--- src/rtl/pipe_pkg.sv ---
// pipe_pkg: shared defaults and the inter-stage packet layout for the decode->execute path
package pipe_pkg;
  localparam int DATA_W_DEF = 32;
  localparam int PC_W_DEF = 16;
  localparam int MAX_OPS = 4;
  typedef struct packed {
    logic [PC_W_DEF-1:0] pc;
    logic [MAX_OPS*DATA_W_DEF-1:0] ops;
  } stage_pkt_t;
endpackage

--- src/rtl/decode_execute_skid_stage_sat_counter.sv ---
// sat_counter: adds 0..3 per cycle and sticks at all-ones instead of wrapping
module sat_counter #(
  parameter int CNT_W = 16
) (
  input  logic             clk,
  input  logic             clear_i,
  input  logic [1:0]       inc_i,
  output logic [CNT_W-1:0] cnt_o
);
  logic [CNT_W-1:0] cnt_q, cnt_d;
  logic [CNT_W+1:0] sum;
  assign sum = (CNT_W+2)'(cnt_q) + (CNT_W+2)'(inc_i);
  assign cnt_d = |sum[CNT_W+1:CNT_W] ? '1 : sum[CNT_W-1:0];
  assign cnt_o = cnt_q;
  always_ff @(posedge clk)
    cnt_q <= clear_i ? '0 : cnt_d;
endmodule

--- src/rtl/decode_execute_skid_stage.sv ---
// decode_execute_skid_stage: decode->execute register with a 2-entry skid buffer, stall/dump control
// and saturating flush/stall counters; up_ready is registered so downstream has no path upstream.
module decode_execute_skid_stage
  import pipe_pkg::*;
#(
  parameter int DATA_W = DATA_W_DEF,
  parameter int PC_W = PC_W_DEF,
  parameter int NUM_OPS = 2,
  parameter int CNT_W = 16
) (
  input  logic                      clock,
  input  logic                      reset,
  input  logic                      up_valid,
  output logic                      up_ready,
  input  logic [PC_W-1:0]           up_pc,
  input  logic [NUM_OPS*DATA_W-1:0] up_ops,
  input  logic                      stall,
  input  logic                      dump,
  output logic                      dn_valid,
  input  logic                      dn_ready,
  output logic [PC_W-1:0]           dn_pc,
  output logic [NUM_OPS*DATA_W-1:0] dn_ops,
  output logic [CNT_W-1:0]          flush_cnt,
  output logic [CNT_W-1:0]          stall_cnt
);
  typedef struct packed {
    logic [PC_W-1:0] pc;
    logic [NUM_OPS*DATA_W-1:0] ops;
  } pkt_t;
  pkt_t main_q, main_d, skid_q, skid_d, up_pkt;
  logic main_v_q, main_v_d, skid_v_q, skid_v_d;
  logic acc, cons;
  assign up_pkt = {up_pc, up_ops};
  assign up_ready = !skid_v_q;
  assign dn_valid = main_v_q;
  assign dn_pc = main_q.pc;
  assign dn_ops = main_q.ops;
  assign acc = up_valid && up_ready;
  assign cons = main_v_q && dn_ready && !stall;
  always_comb begin
    main_d = main_q;
    skid_d = skid_q;
    main_v_d = main_v_q;
    skid_v_d = skid_v_q;
    if (dump) begin
      main_v_d = 1'b0;
      skid_v_d = 1'b0;
    end else if (cons && skid_v_q) begin
      main_d = skid_q;
      skid_v_d = 1'b0;
    end else if (cons && acc) begin
      main_d = up_pkt;
    end else if (cons) begin
      main_v_d = 1'b0;
    end else if (acc && !main_v_q) begin
      main_d = up_pkt;
      main_v_d = 1'b1;
    end else if (acc) begin
      skid_d = up_pkt;
      skid_v_d = 1'b1;
    end
  end
  always_ff @(posedge clock) begin
    if (reset) begin
      main_q <= '0;
      skid_q <= '0;
      main_v_q <= 1'b0;
      skid_v_q <= 1'b0;
    end else begin
      main_q <= main_d;
      skid_q <= skid_d;
      main_v_q <= main_v_d;
      skid_v_q <= skid_v_d;
    end
  end
  // flushed amount is the popcount of the two valid bits
  sat_counter #(.CNT_W(CNT_W)) u_flush_cnt (
    .clk(clock),
    .clear_i(reset),
    .inc_i(dump ? {main_v_q && skid_v_q, main_v_q ^ skid_v_q} : 2'd0),
    .cnt_o(flush_cnt)
  );
  sat_counter #(.CNT_W(CNT_W)) u_stall_cnt (
    .clk(clock),
    .clear_i(reset),
    .inc_i({1'b0, main_v_q && (stall || !dn_ready)}),
    .cnt_o(stall_cnt)
  );
endmodule

--- config.mk ---
export PLATFORM = sky130hd
export DESIGN_NAME = decode_execute_skid_stage
export DESIGN_NICKNAME = d
export VERILOG_FILES = /design/src/rtl/pipe_pkg.sv /design/src/rtl/decode_execute_skid_stage_sat_counter.sv /design/src/rtl/decode_execute_skid_stage.sv
export SDC_FILE = /design/constraint.sdc
export NUM_CORES = 1
export LEC_CHECK = 0
export BUFFER_PORTS_ARGS = -buffer_cell sky130_fd_sc_hd__buf_2
export CELL_PAD_IN_SITES_DETAIL_PLACEMENT = 2
export CELL_PAD_IN_SITES_GLOBAL_PLACEMENT = 2
export CORE_ASPECT_RATIO = 0.9
export CORE_UTILIZATION = 27
export CTS_CLUSTER_DIAMETER = 120
export DETAILED_ROUTE_END_ITERATION = 10
export GPL_ROUTABILITY_DRIVEN = 0
export MAX_ROUTING_LAYER = met4
export PLACE_DENSITY_LB_ADDON = 0.1
export REMOVE_ABC_BUFFERS = 1
export SETUP_SLACK_MARGIN = 0.15
export SLEW_MARGIN = 20
export SYNTH_ARGS = -nofsm -noshare
export SYNTH_HDL_FRONTEND = slang
export SYNTH_SLANG_ARGS = --single-unit
--- constraint.sdc ---
create_clock -name clock -period 2.5 [get_ports clock]
set_input_delay 0.125 -clock clock [delete_from_list [all_inputs] [get_ports clock]]
set_output_delay 0.125 -clock clock [all_outputs]
set_load 0.02 [all_outputs]
# ---- Yosys cells after proc, flatten, opt, wreduce, memory -nomap -nowiden
# Cells that the tools add are included.
dict set report op_classes {
  add_sub_neg 2
  eq_ne 1
  mux 9
  n_bitwise 6
  n_reduce_logical 23
}
# op count
set op_table {}
lappend op_table {{$mux 80} 4}
lappend op_table {{$mux 16} 2}
lappend op_table {{$add 16x1->17} 1}
lappend op_table {{$add 16x2->17} 1}
lappend op_table {{$logic_and 1x1->1} 8}
lappend op_table {{$reduce_and 3->1} 2}
lappend op_table {{$reduce_and 6->1} 1}
lappend op_table {{$reduce_or 2->1} 3}
lappend op_table {{$not 1->1} 5}
lappend op_table {{$logic_not 1->1} 4}
lappend op_table {{$reduce_and 4->1} 1}
lappend op_table {{$ne 3x1->1 const B} 1}
lappend op_table {{$reduce_bool 3->1} 1}
lappend op_table {{$reduce_or 3->1} 1}
lappend op_table {{$mux 1} 2}
lappend op_table {{$mux 2} 1}
lappend op_table {{$reduce_bool 2->1} 1}
lappend op_table {{$logic_or 1x1->1} 1}
lappend op_table {{$xor 1x1->1} 1}
dict set report totals {
  regBits 194
  in_bits 86
  output_inout_bits 114
  wordCells 49
}

# ---- Logic depth before layout (Yosys ltp)
# Gate-level depths: netlist of the first run.
dict set report depth {
  ltp_word 7
  depth_mapped 10
}

# ---- Modules after synthesis
# A second synthesis of the first run with hierarchy kept.
dict set report hier_totals {
  cells_unflattened 1048
  area_unflattened_um2 9953.3
}
# mod n_inst cells_per_inst area_per_inst_um2
set by_module_without_submodules {}
lappend by_module_without_submodules {decode_execute_skid_stage 1 878 8176.6}
lappend by_module_without_submodules {sat_counter 2 85 888.4}

# ---- Least setup slack after synthesis of the first run
# OpenSTA, ideal clock, no wires.
dict set report synth_timing {
  path_type {reg-to-reg}
  start {register main_v_q, in the netlist dn_valid}
  end {register u_flush_cnt.cnt_q[3], in the netlist u_flush_cnt.cnt_o[3]}
  setup_time_ns 0.070
  arrival_time_ns 2.533
  path_slack_ns -0.103
  stages_incl_launch_ff 10
  path_buffers 1
  synth_period_minus_slack_ns 2.603
  cell_sequence {dfxtp_1 ha_1 and2_1 ha_1 inv_1 fa_1 nand4b_1 or4_1 buf_2 a21oi_1}
}
dict set report synth_via {
  elab_chain_cells 5
  elab_cells_between_ends 6
  classes_between {add/sub (1); mux (2); bitwise (1); reduce/logical (2)}
}
# item line_no
set synth_rtl {}
lappend synth_rtl {{start, declared} decode_execute_skid_stage.sv:31} ;# logic main_v_q, main_v_d, skid_v_q, skid_v_d;
lappend synth_rtl {{start signal, assigned} decode_execute_skid_stage.sv:72} ;# main_v_q <= main_v_d;
lappend synth_rtl {{$xor 1x1->1 / $logic_and 1x1->1 (equally long branches)} decode_execute_skid_stage.sv:80} ;# .inc_i(dump ? {main_v_q && skid_v_q, main_v_q ^ skid_v_q} : 2'd0),
lappend synth_rtl {{$mux 2 (*)} decode_execute_skid_stage.sv:80}
lappend synth_rtl {{$add 16x2->17 (*)} decode_execute_skid_stage_sat_counter.sv:12} ;# assign sum = (CNT_W+2)'(cnt_q) + (CNT_W+2)'(inc_i);
lappend synth_rtl {{$reduce_or 2->1} decode_execute_skid_stage_sat_counter.sv:13} ;# assign cnt_d = |sum[CNT_W+1:CNT_W] ? '1 : sum[CNT_W-1:0];
lappend synth_rtl {{$mux 16 (*)} decode_execute_skid_stage_sat_counter.sv:13}
lappend synth_rtl {{end signal, assigned} decode_execute_skid_stage_sat_counter.sv:16} ;# cnt_q <= clear_i ? '0 : cnt_d;
lappend synth_rtl {{end, declared} decode_execute_skid_stage_sat_counter.sv:10} ;# logic [CNT_W-1:0] cnt_q, cnt_d;
# Mark *: on every way between the ends. The rest lies on a longest branch, timed or not.
# A chain may end at the register's enable or synchronous reset.

# ---- Worst setup path after layout of the first run
dict set report layout_timing {
  start {register main_v_q, in the netlist dn_valid}
  end {register u_flush_cnt.cnt_q[2], in the netlist u_flush_cnt.cnt_o[2]}
}
# The elaborated chain is that of the path after synthesis.

==> results of run 1 <==
## final cells by class
| cell class | count | area [µm²] |
|---|---|---|
| Timing Repair Buffer | 310 | 2200 |
| Clock inverter | 9 | 120 |
| Multi-Input combinational cell | 697 | 3600 |
| Fill cell | 3235 | 17200 |
| Inverter | 12 | 45.0 |
| Tap cell | 360 | 450 |
| Clock buffer | 23 | 488 |
| Sequential cell | 194 | 3890 |
## Yosys cell counts
master / count / area share
a2111oi_0: 1 / 0.0011
a211oi_1: 5 / 0.0049
ha_1: 5 / 0.0081
inv_1: 12 / 0.0058
a21oi_1: 107 / 0.069
nand3_1: 8 / 0.0052
nand4b_1: 1 / 0.0011
o21bai_1: 1 / 0.00097
nor2_2: 1 / 0.00081
buf_2: 17 / 0.011
fa_1: 1 / 0.0026
xor2_1: 3 / 0.0034
mux2i_1: 1 / 0.0013
nor3_1: 10 / 0.0065
and3_1: 1 / 0.00081
a221oi_4: 1 / 0.0034
and4b_1: 2 / 0.0026
a31o_2: 1 / 0.0011
nand4_1: 7 / 0.0057
or4_1: 1 / 0.00097
dfxtp_1: 194 / 0.50
a31oi_1: 3 / 0.0024
o21ai_0: 1 / 0.00065
and4_1: 2 / 0.0023
nor4_1: 5 / 0.0040
nand2_1: 333 / 0.16
and2_1: 2 / 0.0016
clkbuf_1: 56 / 0.027
nor2b_1: 3 / 0.0024
nand2b_1: 2 / 0.0016
buf_4: 3 / 0.0029
xnor2_1: 16 / 0.018
a311oi_1: 81 / 0.092
nor2_1: 92 / 0.045
## layout by cell type (no fill, tap or decap), types with 9 or more instances in the layout
cell and n:
a21oi_1 98, a21oi_2 9, a311oi_1 81, buf_12 10, buf_2 198, buf_4 16, clkbuf_16 18, dfxtp_1 192
dlygate4sd3_1 81, inv_1 11, nand2_1 332, nor2_1 92, nor3_1 10, xnor2_1 16
## registers in the layout, indices dropped and copies added, names as in the netlist
name               flops
dn_ops                64
dn_pc                 16
dn_valid               1
skid_q                80
skid_v_q               1
u_flush_cnt.cnt_o     16
u_stall_cnt.cnt_o     16
## through the flow
stage / instances / hold WS, ps
6_report: 1605 / 53.1
5_1_grt: 1605 / 78.1
4_1_cts: 1602 / 44.7
3_5_place_dp: 1489 / 388
3_3_place_gp: 1489 / 381
2_1_floorplan: 903 / 194
## cell families (layout without fill, tap and decap cells)
logic type,Yosys count,after routing,share of synthesized area
AND/OR/NAND/NOR,470,470,0.242
AO/OA/AOI/OAI,201,201,0.176
flip-flops,194,194,0.502
buffers and inverters,88,354,0.0469
XOR/XNOR,19,19,0.0215
adder cells (fa/ha/maj),6,6,0.0107
multiplexers,1,1,0.00129
## metal layers
metal	wire length, µm	vias to the layer above	GRT usage
met5	0	-	-
met4	254	0	0.0439
met3	780	18	0.0333
met2	12900	120	0.324
met1	12700	3764	0.235
li1	-	3820	-
## worst min-delay path by stage
| stage | end | startpoint | slack (ps) |
|---|---|---|---|
| floorplan | skid_q[0]$_SDFFE_PP0P_ | reset | 190 |
| global placement | skid_q[43]$_SDFFE_PP0P_ | up_ops[43] | 380 |
| detailed placement | skid_q[63]$_SDFFE_PP0P_ | up_ops[63] | 390 |
| CTS | skid_v_q$_SDFFE_PP0P_ | up_valid | 40 |
| global route | skid_v_q$_SDFFE_PP0P_ | up_valid | 80 |
| finish | skid_v_q$_SDFFE_PP0P_ | up_valid | 50 |
## worst max-delay path: stages, from the launching register on
cell	delay, ps
dfxtp_2	340
ha_4	250
and2_4	140
ha_4	120
inv_2	30
fa_2	340
nand4b_1	240
or4_4	500
clkbuf_16	180
a21oi_1	110
## where the power goes
group | leakage [µW] | switching [µW] | total (µW) | internal (µW)
combinational | 0.00238 | 445 | 768 | 323
sequential | 0.00158 | 58.6 | 3260 | 3200
clock | 0.000295 | 1300 | 2890 | 1600
## repair_timing
item | 4_1_cts | 5_1_grt
gates cloned | 0 | 1
hold endpoints to repair | 161 | 0
setup endpoints to repair | 14 | 27
setup buffers | 0 | 2
pin swaps | 1 | 3
hold buffers | 81 | 0
resized for setup | 5 | 21
==> out/qor.txt, run 1 <==
Status - completed
Cells on worst reg2reg path - 9
Hpwl dp - 16.3 mm
Mapped Cells - 979
Port buffer count - 199
Share of cells above drive strength 1 - 0.228
WS Path Type - reg -> reg
Hold crit path type - in -> reg
Vias in the first global route - 8062
CTS H-tree depth - 4
Unique masters post-synth - 34
Global Route Usage Sum - 0.191
Largest net degree at the start of global routing - 81
Max IR drop VDD - 0.000442 V
Post-layout nets - 1324
Clock insertion delay at the later pin of the skew report - 450 ps
R2R Setup Slk - 150 ps
Min cycle time layout - 2350 ps
Design area - 10800 µm²
I/O pin cnt - 200
First-pass GRT wire length - 43.2 mm
Leakage power total - 0.00425 µW
Placement row count - 58
Sequential element share of the synthesized area - 0.502
Setup TNS - 0 ps
Chip width - 180 µm
Hold Path Depth - 3
Crit. End Element - flop
Seq cells post-synth - 194
Final Hold Vio Count - 0
CTS Sinks - 194
Post-route core utilization - 0.385
Synth warnings - 0
Worst-path clk slew - 80 ps
Syn avg cell area - 7.90 µm²
Core footprint - 28000 µm²
FF-to-FF End - u_flush_cnt.cnt_o[2]$_SDFF_PP0_
Max FO, Critical Path - 4
Drt wl/cell - 16.6 µm
Final Setup Violations - 0
N_diodes - 0
Routed WL - 26.6 mm
Die Ht - 163 µm
Startpoint types - flop
Worst-Margin Slew - 673 ps
Pwr/cell area - 642 nW/µm²
CTS tree - yes
Peak Freq - 0.426 GHz
CP Launch Point - dn_valid$_SDFFE_PP0P_
DRC violations left - 0
Clock skew - 22.3 ps
Vias - 7722
Slew Viols, Final - 0
Worst Path Arrival - 2730 ps
Area grow syn2layout - 39.4%
CP required - 2880 ps
Clock root buffer - clkbuf_16
Placed inst area - 9220 µm²
Final WS setup - 154 ps
Remaining global-route overflow - 0
Total power - 6920 µW
ANT nets after route - 0
Final Cycle Share - 0.939
# Max-Cap Violations - 0
Synthesized area - 7730 µm²
Initial Utilization - 0.276
Setup slack at placement - -50.2 ps
Worst relative slew slack - 0.551
RSZ-0062 raised after global routing - yes
Buffer depth of the longest clock path - 2
TritonCTS Buffers - 17
Initial drt markers - 328
Initial antenna violation count - 0
DRT Pass-1 Iters - 4
DR vias/cell - 4.81
Reg-to-Reg Start - dn_valid$_SDFFE_PP0P_
Die area - 29300 µm²
CP Capture Point - u_flush_cnt.cnt_o[2]$_SDFF_PP0_
(Power assumes the default switching activity.)
==> run 2: changes to the inputs <==
Settings changed: ABC_AREA from default to 1, CORE_UTILIZATION 27 to 26.
==> run 2 against run 1 <==
  * Critical path depth increased by 3
  * Combinational power increased by 6.5%
  * Non-clock buffer count decreased by 10
  * Design area increased by 10%
  * Area after synthesis increased by 16%
  * Largest power group unchanged
  * Clock skew decreased by 13 ps
  * Power decreased by 2.1%
  * Largest cell class is now multi-input combinational cells
  * Critical path type unchanged
==> out/qor.txt, run 2 <==
Share of cells above drive strength 1 - 0.167 (-0.0608)
# Max-Cap Violations - 0 (unchanged)
Clock insertion delay at the later pin of the skew report - 450 ps (about the same)
TritonCTS Buffers - 17 (unchanged)
Core footprint - 34000 µm² (+21%)
Buffer depth of the longest clock path - 2 (unchanged)
Adder-cell share of the synthesized area - 0.00917 (-0.00150)
Seq cells post-synth - 194 (unchanged)
Worst-Margin Slew - 579 ps (-94.2 ps)
Pwr/cell area - 570 nW/µm² (-11%)
Top cell family by delay on the critical path - adder cells
DRT Pass-1 Iters - 4 (unchanged)
Worst-path clk slew - 70 ps (about the same)
Sequential element share of the synthesized area - 0.431 (-0.0707)
Die area - 35400 µm² (+21%)
Setup TNS - 0 ps (unchanged)
Syn avg cell area - 6.41 µm² (-19%)
ANT nets after route - 0 (unchanged)
Most common cell on crit path - nor2_1
Max FO, Critical Path - 4 (unchanged)
Max FFs per register - 80 (unchanged)
WS Path Type - reg -> reg
Placed inst area - 10400 µm² (+13%)
Simple-Gate Fraction of Synth Area - 0.350 (+0.109)
Post-layout nets - 1736 (+31%)
Initial antenna violation count - 1 (+1)
RSZ-0062 raised after global routing - no
CP required - 2820 ps (-60 ps)
Initial Utilization - 0.264 (-0.0116)
Area contributors post-synth - dfxtp_1 (43%), nand2_1 (16%), nor2_1 (15%)
Crit. End Element - flop
Top cell type's share of synthesized area - 0.431 (-0.0707)
Startpoint types - flop
Synth warnings - 0 (unchanged)
DRC violations left - 0 (unchanged)
Port buffer count - 199 (unchanged)
Worst Path Arrival - 2580 ps (-150 ps)
Hpwl dp - 20.8 mm (+28%)
Mux share of post-synthesis cell area - 0 (-0.00129)
DR vias/cell - 4.50 (-6.4%)
Area grow syn2layout - 32.2%
Critical Path, Cell by Cell - ha_4 > nand2_2 > inv_2 > ha_4 > inv_2 > fa_2 > nor2_1 > buf_4 > nand2_1 > xnor2_1 > nor2_1 > nor2_1
Vias - 9544 (+24%)
Max IR drop VDD - 0.000485 V (+9.7%)
Most instantiated cells after synthesis - nand2_1 (390), nor2_1 (360), dfxtp_1 (194)
EDFF count, synth - 0 (unchanged)
Most common cell after layout, fill and taps aside - nand2_1
First-pass GRT wire length - 52.8 mm (+22%)
Mapped Cells - 1404 (+43%)
CTS Sinks - 194 (unchanged)
Biggest register - skid_q
Die Ht - 179 µm (+9.8%)
CTS tree - yes
Unique masters post-synth - 34 (unchanged)
Final Hold Vio Count - 0 (unchanged)
Clock skew - 8.87 ps (-13.4 ps)
Hold wc startpoint - dump
XOR/XNOR Fraction of Synth Area - 0.0117 (-0.00984)
Design area - 11900 µm² (+10%)
Routed WL - 33.0 mm (+24%)
Hold Path Depth - 3 (unchanged)
Slew Viols, Final - 0 (unchanged)
Worst relative slew slack - 0.614 (+0.0628)
R2R Setup Slk - 240 ps (+80 ps)
Clock root buffer - clkbuf_16
Min cycle time layout - 2260 ps (-82.3 ps)
Placement row count - 64 (+10%)
Global Route Usage Sum - 0.195 (+0.00485)
Reg-to-Reg Start - skid_v_q$_SDFFE_PP0P_
Peak Freq - 0.442 GHz (+3.6%)
Post-Place Cells - 2003 (+35%)
Most frequent cells in the layout - nand2_1 (388), nor2_1 (359), buf_2 (199)
Most common cell in the netlist - nand2_1
Chip width - 198 µm (+9.8%)
CP Buf/Inv Count - 3 (+1)
CTS H-tree depth - 4 (unchanged)
Initial drt markers - 299 (-8.8%)
Final Cycle Share - 0.906 (-0.0329)
Largest net degree at the start of global routing - 84 (+3.7%)
Hold endpoint - skid_v_q$_SDFFE_PP0P_
Hold crit path type - in -> reg
Synth Flop Type - dfxtp_1
Largest family of logic cells by synthesized area - simple AND/OR/NAND/NOR gates
Leakage power total - 0.00592 µW (+39%)
Yosys top cell by area - dfxtp_1
I/O pin cnt - 200 (unchanged)
Synthesized area - 9000 µm² (+16%)
Vias in the first global route - 10086 (+25%)
Max incr delay on CP - 410 ps (-90 ps)
Cells on worst reg2reg path - 12 (+3)
Compound-Gate Fraction of Synth Area - 0.103 (-0.0730)
Status - completed
Layout Cells excl Fill - 2119 (+32%)
Slowest library cell on the worst path - fa_2
Drt wl/cell - 15.6 µm (-6.2%)
Final Setup Violations - 0 (unchanged)
Async SR Flop Fraction - 0 (unchanged)
FF-to-FF End - u_flush_cnt.cnt_o[8]$_SDFF_PP0_
Remaining global-route overflow - 0 (unchanged)
==> run 2: cell types whose count changed after synthesis, sizes merged, moves of 24 or more <==
cell / before / now
nor2: 93 / 364
clkbuf: 56 / 32
inv: 12 / 127
a21oi: 107 / 15
buf: 20 / 47
nand2: 333 / 391
o21ai: 1 / 166
a311oi: 81 / 0
==> run 2: how the worst max path moves through the flow <==
stage	slack, ps	cells after the start	start	end
after floorplan	-490	5	skid_v_q$_SDFFE_PP0P_	dn_ops[0]$_SDFFE_PP0P_
after global placement	90	13	dn_valid$_SDFFE_PP0P_	u_flush_cnt.cnt_o[6]$_SDFF_PP0_
after detailed placement	-20	13	dn_valid$_SDFFE_PP0P_	u_flush_cnt.cnt_o[8]$_SDFF_PP0_
after CTS	150	11	dn_valid$_SDFFE_PP0P_	u_flush_cnt.cnt_o[13]$_SDFF_PP0_
after global routing	140	14	skid_v_q$_SDFFE_PP0P_	u_flush_cnt.cnt_o[6]$_SDFF_PP0_
final	240	12	skid_v_q$_SDFFE_PP0P_	u_flush_cnt.cnt_o[8]$_SDFF_PP0_
==> run 2: report_power, final <==
part	switching [µW]	internal, µW	total (µW)
Sequential	65.2	3200	3270
Clock	1320	1380	2690
Combinational	497	320	818
==> run 2: per-stage QoR <==
step | setup WS [ps] | utilization | hold slack (ps) | power [µW]
2_1_floorplan | -490 | - | 194 | 3740
3_3_place_gp | 86.8 | 0.307 | 361 | 4040
3_5_place_dp | -21.2 | 0.307 | 371 | 4060
4_1_cts | 151 | 0.347 | 20.8 | 6910
5_1_grt | 140 | 0.350 | 65.1 | 7120
6_report | 236 | 0.350 | 63.0 | 6780
==> run 2: final cells by class <==
type,instances,area [µm²]
clock inverter,11,108
inverter,128,483
timing repair buffer,300,2060
fill,4151,22100
sequential,194,3890
clock buffer,20,437
tap,462,578
antenna,1,2.50
multi-input combinational,1003,4340
==> run 2: timing repair <==
item,in CTS,in global routing
hold endpoints to repair,80,0
endpoints found under the setup margin,12,30
pin swaps,0,3
hold buffers,80,0
setup buffers,1,3
gates resized for setup,2,16
==> run 2: tightest hold or removal path: stages <==
cell	delay, ps
buf_2	160
or2_2	140
a211oi_1	40
==> run 2: cells by family (layout without fill, tap and decap cells) <==
kind of cell	Yosys count	after routing
XOR/XNOR	12	12
other	0	1
flip-flops	194	194
adder cells (fa/ha/maj)	6	6
AO/OA/AOI/OAI	183	183
AND/OR/NAND/NOR	802	802
buffers and inverters	207	459
==> run 2: layer usage <==
| layer | global-route usage | part of all wire | vias to the layer above |
|---|---|---|---|
| met3 | 0.0325 | 0.028 | 16 |
| met1 | 0.240 | 0.48 | 4646 |
| met4 | 0.0423 | 0.0085 | 0 |
| met5 | - | 0 | - |
| li1 | - | - | 4764 |
| met2 | 0.334 | 0.49 | 118 |
==> run 3: changes to the inputs <==
Settings changed: CORE_UTILIZATION 26 to 29.
Clock period 2.5 ns to 2.2 ns, I/O delays scaled along.
==> run 3 against run 2 <==
  * The flow now finishes with violations (negative setup slack)
  * Register-to-register slack got worse by 360 ps
  * First-iteration DRC count rose by 26%
  * Via count rose by 2.6%
  * Fmax fell by 2.4%
  * Design area rose by 1.7%
  * Routed wire length rose by 3.3%
  * Sequential share of layout area fell by 0.57 points
  * Cell count fell by 1.7%
  * Clock-buffer cell count fell by 2
  * Worst setup slack got worse by 360 ps
  * Clock skew rose by 2.9 ps
==> out/qor.txt, run 3 (synthesis results as in run 2) <==
R2R Setup Slk - -120 ps (-360 ps)
Share of cells above drive strength 1 - 0.187 (+0.0200)
Max FO, Critical Path - 3 (-1)
Clock power share - 0.425 (+0.027)
Max IR drop VDD - 0.000541 V (+11%)
Biggest register - skid_q
Largest net degree at the start of global routing - 87 (+3.6%)
Area grow syn2layout - 34.4%
Max FFs per register - 80 (unchanged)
Global Route Usage Sum - 0.220 (+0.0251)
CTS Sinks - 194 (unchanged)
Layout Cells excl Fill - 2082 (-1.7%)
Peak Freq - 0.431 GHz (-2.4%)
# Max-Cap Violations - 0 (unchanged)
RSZ-0062 raised after global routing - yes
TritonCTS Buffers - 17 (unchanged)
Clock root buffer - clkbuf_16
Worst Path Arrival - 2660 ps (+80 ps)
Net switching power - 2170 µW (+15%)
Drt wl/cell - 16.4 µm (+5.2%)
First-pass GRT wire length - 54.4 mm (+3.1%)
DRT Pass-1 Iters - 4 (unchanged)
CTS H-tree depth - 4 (unchanged)
Post-Place Cells - 1956 (-2.3%)
Gate power share - 0.116 (-0.005)
CP required - 2540 ps (-280 ps)
Final Hold Vio Count - 0 (unchanged)
Die area - 31700 µm² (-10%)
Core footprint - 30200 µm² (-11%)
Final Cycle Share - 1.05 (+0.149)
Vias in the first global route - 10491 (+4.0%)
Min cycle time layout - 2320 ps (+55.3 ps)
Clock insertion delay at the later pin of the skew report - 450 ps (about the same)
Final Setup Violations - 5 (+5)
Hpwl dp - 20.6 mm (-1.1%)
Die Ht - 169 µm (-5.3%)
Sw Share - 0.268 (-0.00934)
Startpoint types - flop
Slew Viols, Final - 0 (unchanged)
Pint - 5920 µW (+21%)
I/O pin cnt - 200 (unchanged)
Final WS setup - -119 ps (-355 ps)
ANT nets after route - 0 (unchanged)
DRC violations left - 0 (unchanged)
Buffer depth of the longest clock path - 2 (unchanged)
Hold crit path type - in -> reg
Clock skew - 11.8 ps (+2.93 ps)
CTS tree - yes
Sequential Power Share - 0.459 (-0.023)
Initial Utilization - 0.298 (+0.0338)
Routed WL - 34.1 mm (+3.3%)
Crit. End Element - flop
Most common cell after layout, fill and taps aside - nand2_1
Port buffer count - 199 (unchanged)
Worst relative slew slack - 0.568 (-0.0466)
Worst-Margin Slew - 649 ps (+70.0 ps)
Violated checks - negative setup slack
Post-route core utilization - 0.401 (+0.0514)
Initial drt markers - 376 (+26%)
Status - finished, violations left
Chip width - 188 µm (-5.3%)
Placement row count - 60 (-6.3%)
Worst-path clk slew - 80 ps (about the same)
Vias - 9796 (+2.6%)
Initial antenna violation count - 2 (+1)
WS Path Type - reg -> reg
Remaining global-route overflow - 0 (unchanged)
Most frequent cells in the layout - nand2_1 (386), nor2_1 (357), buf_2 (199)
DR vias/cell - 4.71 (+4.5%)
Pwr/cell area - 669 nW/µm² (+17%)
Leakage power total - 0.00610 µW (+3.0%)
Post-layout nets - 1756 (+1.2%)
[run 3: changes by cell type in the layout (fill, tap and decap cells not counted), moves of 4 or more]
cell / previous run / this run
nand3_1: 26 / 21
buf_6: 1 / 9
buf_12: 8 / 4
buf_4: 12 / 26
nand3_2: 1 / 8
[run 3: cell type report]
| class | instances | area [µm²] |
|---|---|---|
| fillers | 3693 | 18100 |
| multi-input cells | 1004 | 4410 |
| flip-flops and latches | 194 | 3890 |
| repair buffers | 319 | 2180 |
| well taps | 403 | 504 |
| inverters | 128 | 483 |
| clock buffers | 18 | 429 |
| clock inverters | 14 | 199 |
| diodes | 2 | 5.00 |
[run 3: per-stage QoR]
step / hold WS [ps] / setup TNS, ps / area [µm²] / setup slack [ps] / power (µW)
after CTS: 55.1 / 0 / 12000 / 22.4 / 8200
after global routing: 94.5 / -1310 / 12100 / -214 / 8470
after global placement: 347 / -133 / 10400 / -31.7 / 4570
final: 83.8 / -237 / 12100 / -119 / 8090
after detailed placement: 354 / -667 / 10400 / -136 / 4600
after floorplan: 179 / -115250 / 8630 / -790 / 4250
[run 3: final timing paths]
path / from / to / cells after the start
setup reg to reg: dn_valid$_SDFFE_PP0P_ / u_flush_cnt.cnt_o[10]$_SDFF_PP0_ / 17
setup / recovery: dn_valid$_SDFFE_PP0P_ / u_flush_cnt.cnt_o[10]$_SDFF_PP0_ / 17
hold / removal: reset / u_flush_cnt.cnt_o[12]$_SDFF_PP0_ / 4
hold reg to reg: dn_ops[40]$_SDFFE_PP0P_ / dn_ops[40]$_SDFFE_PP0P_ / 4
[run 3: repair_timing]
action,4_1_cts,5_1_grt
gates resized for setup,18,25
gates cloned,0,1
setup buffers,6,4
endpoints found under the setup margin,16,23
hold buffers,81,0
pin swaps,6,12
endpoints found under the hold margin,82,0
[run 3: metal layers]
metal,up-vias,routed length (µm),global-route usage
met5,-,0,-
met4,0,404,0.0520
met2,157,16900,0.388
met1,4802,15700,0.263
li1,4812,-,-
met3,25,1040,0.0349
[run 3: power by group through the flow]
stage | Clock [µW] | Combinational, µW | Sequential (µW)
6_report | 3440 | 940 | 3710
5_1_grt | 3700 | 1050 | 3730
4_1_cts | 3550 | 939 | 3710
3_5_place_dp | 0 | 810 | 3790
3_3_place_gp | 0 | 787 | 3790
2_1_floorplan | 0 | 354 | 3890
[run 3: critical path: stages, from the launching register on]
cell and delay [ps]:
dfxtp_2 350, ha_4 260, nand2_2 50, inv_2 60
ha_4 130, inv_2 40, fa_2 410, inv_2 110
buf_6 100, buf_6 80, buf_6 80, buf_6 80
buf_6 90, nand3_2 60, nand2_1 80, nand3_1 70
nand2_1 90, inv_1 70
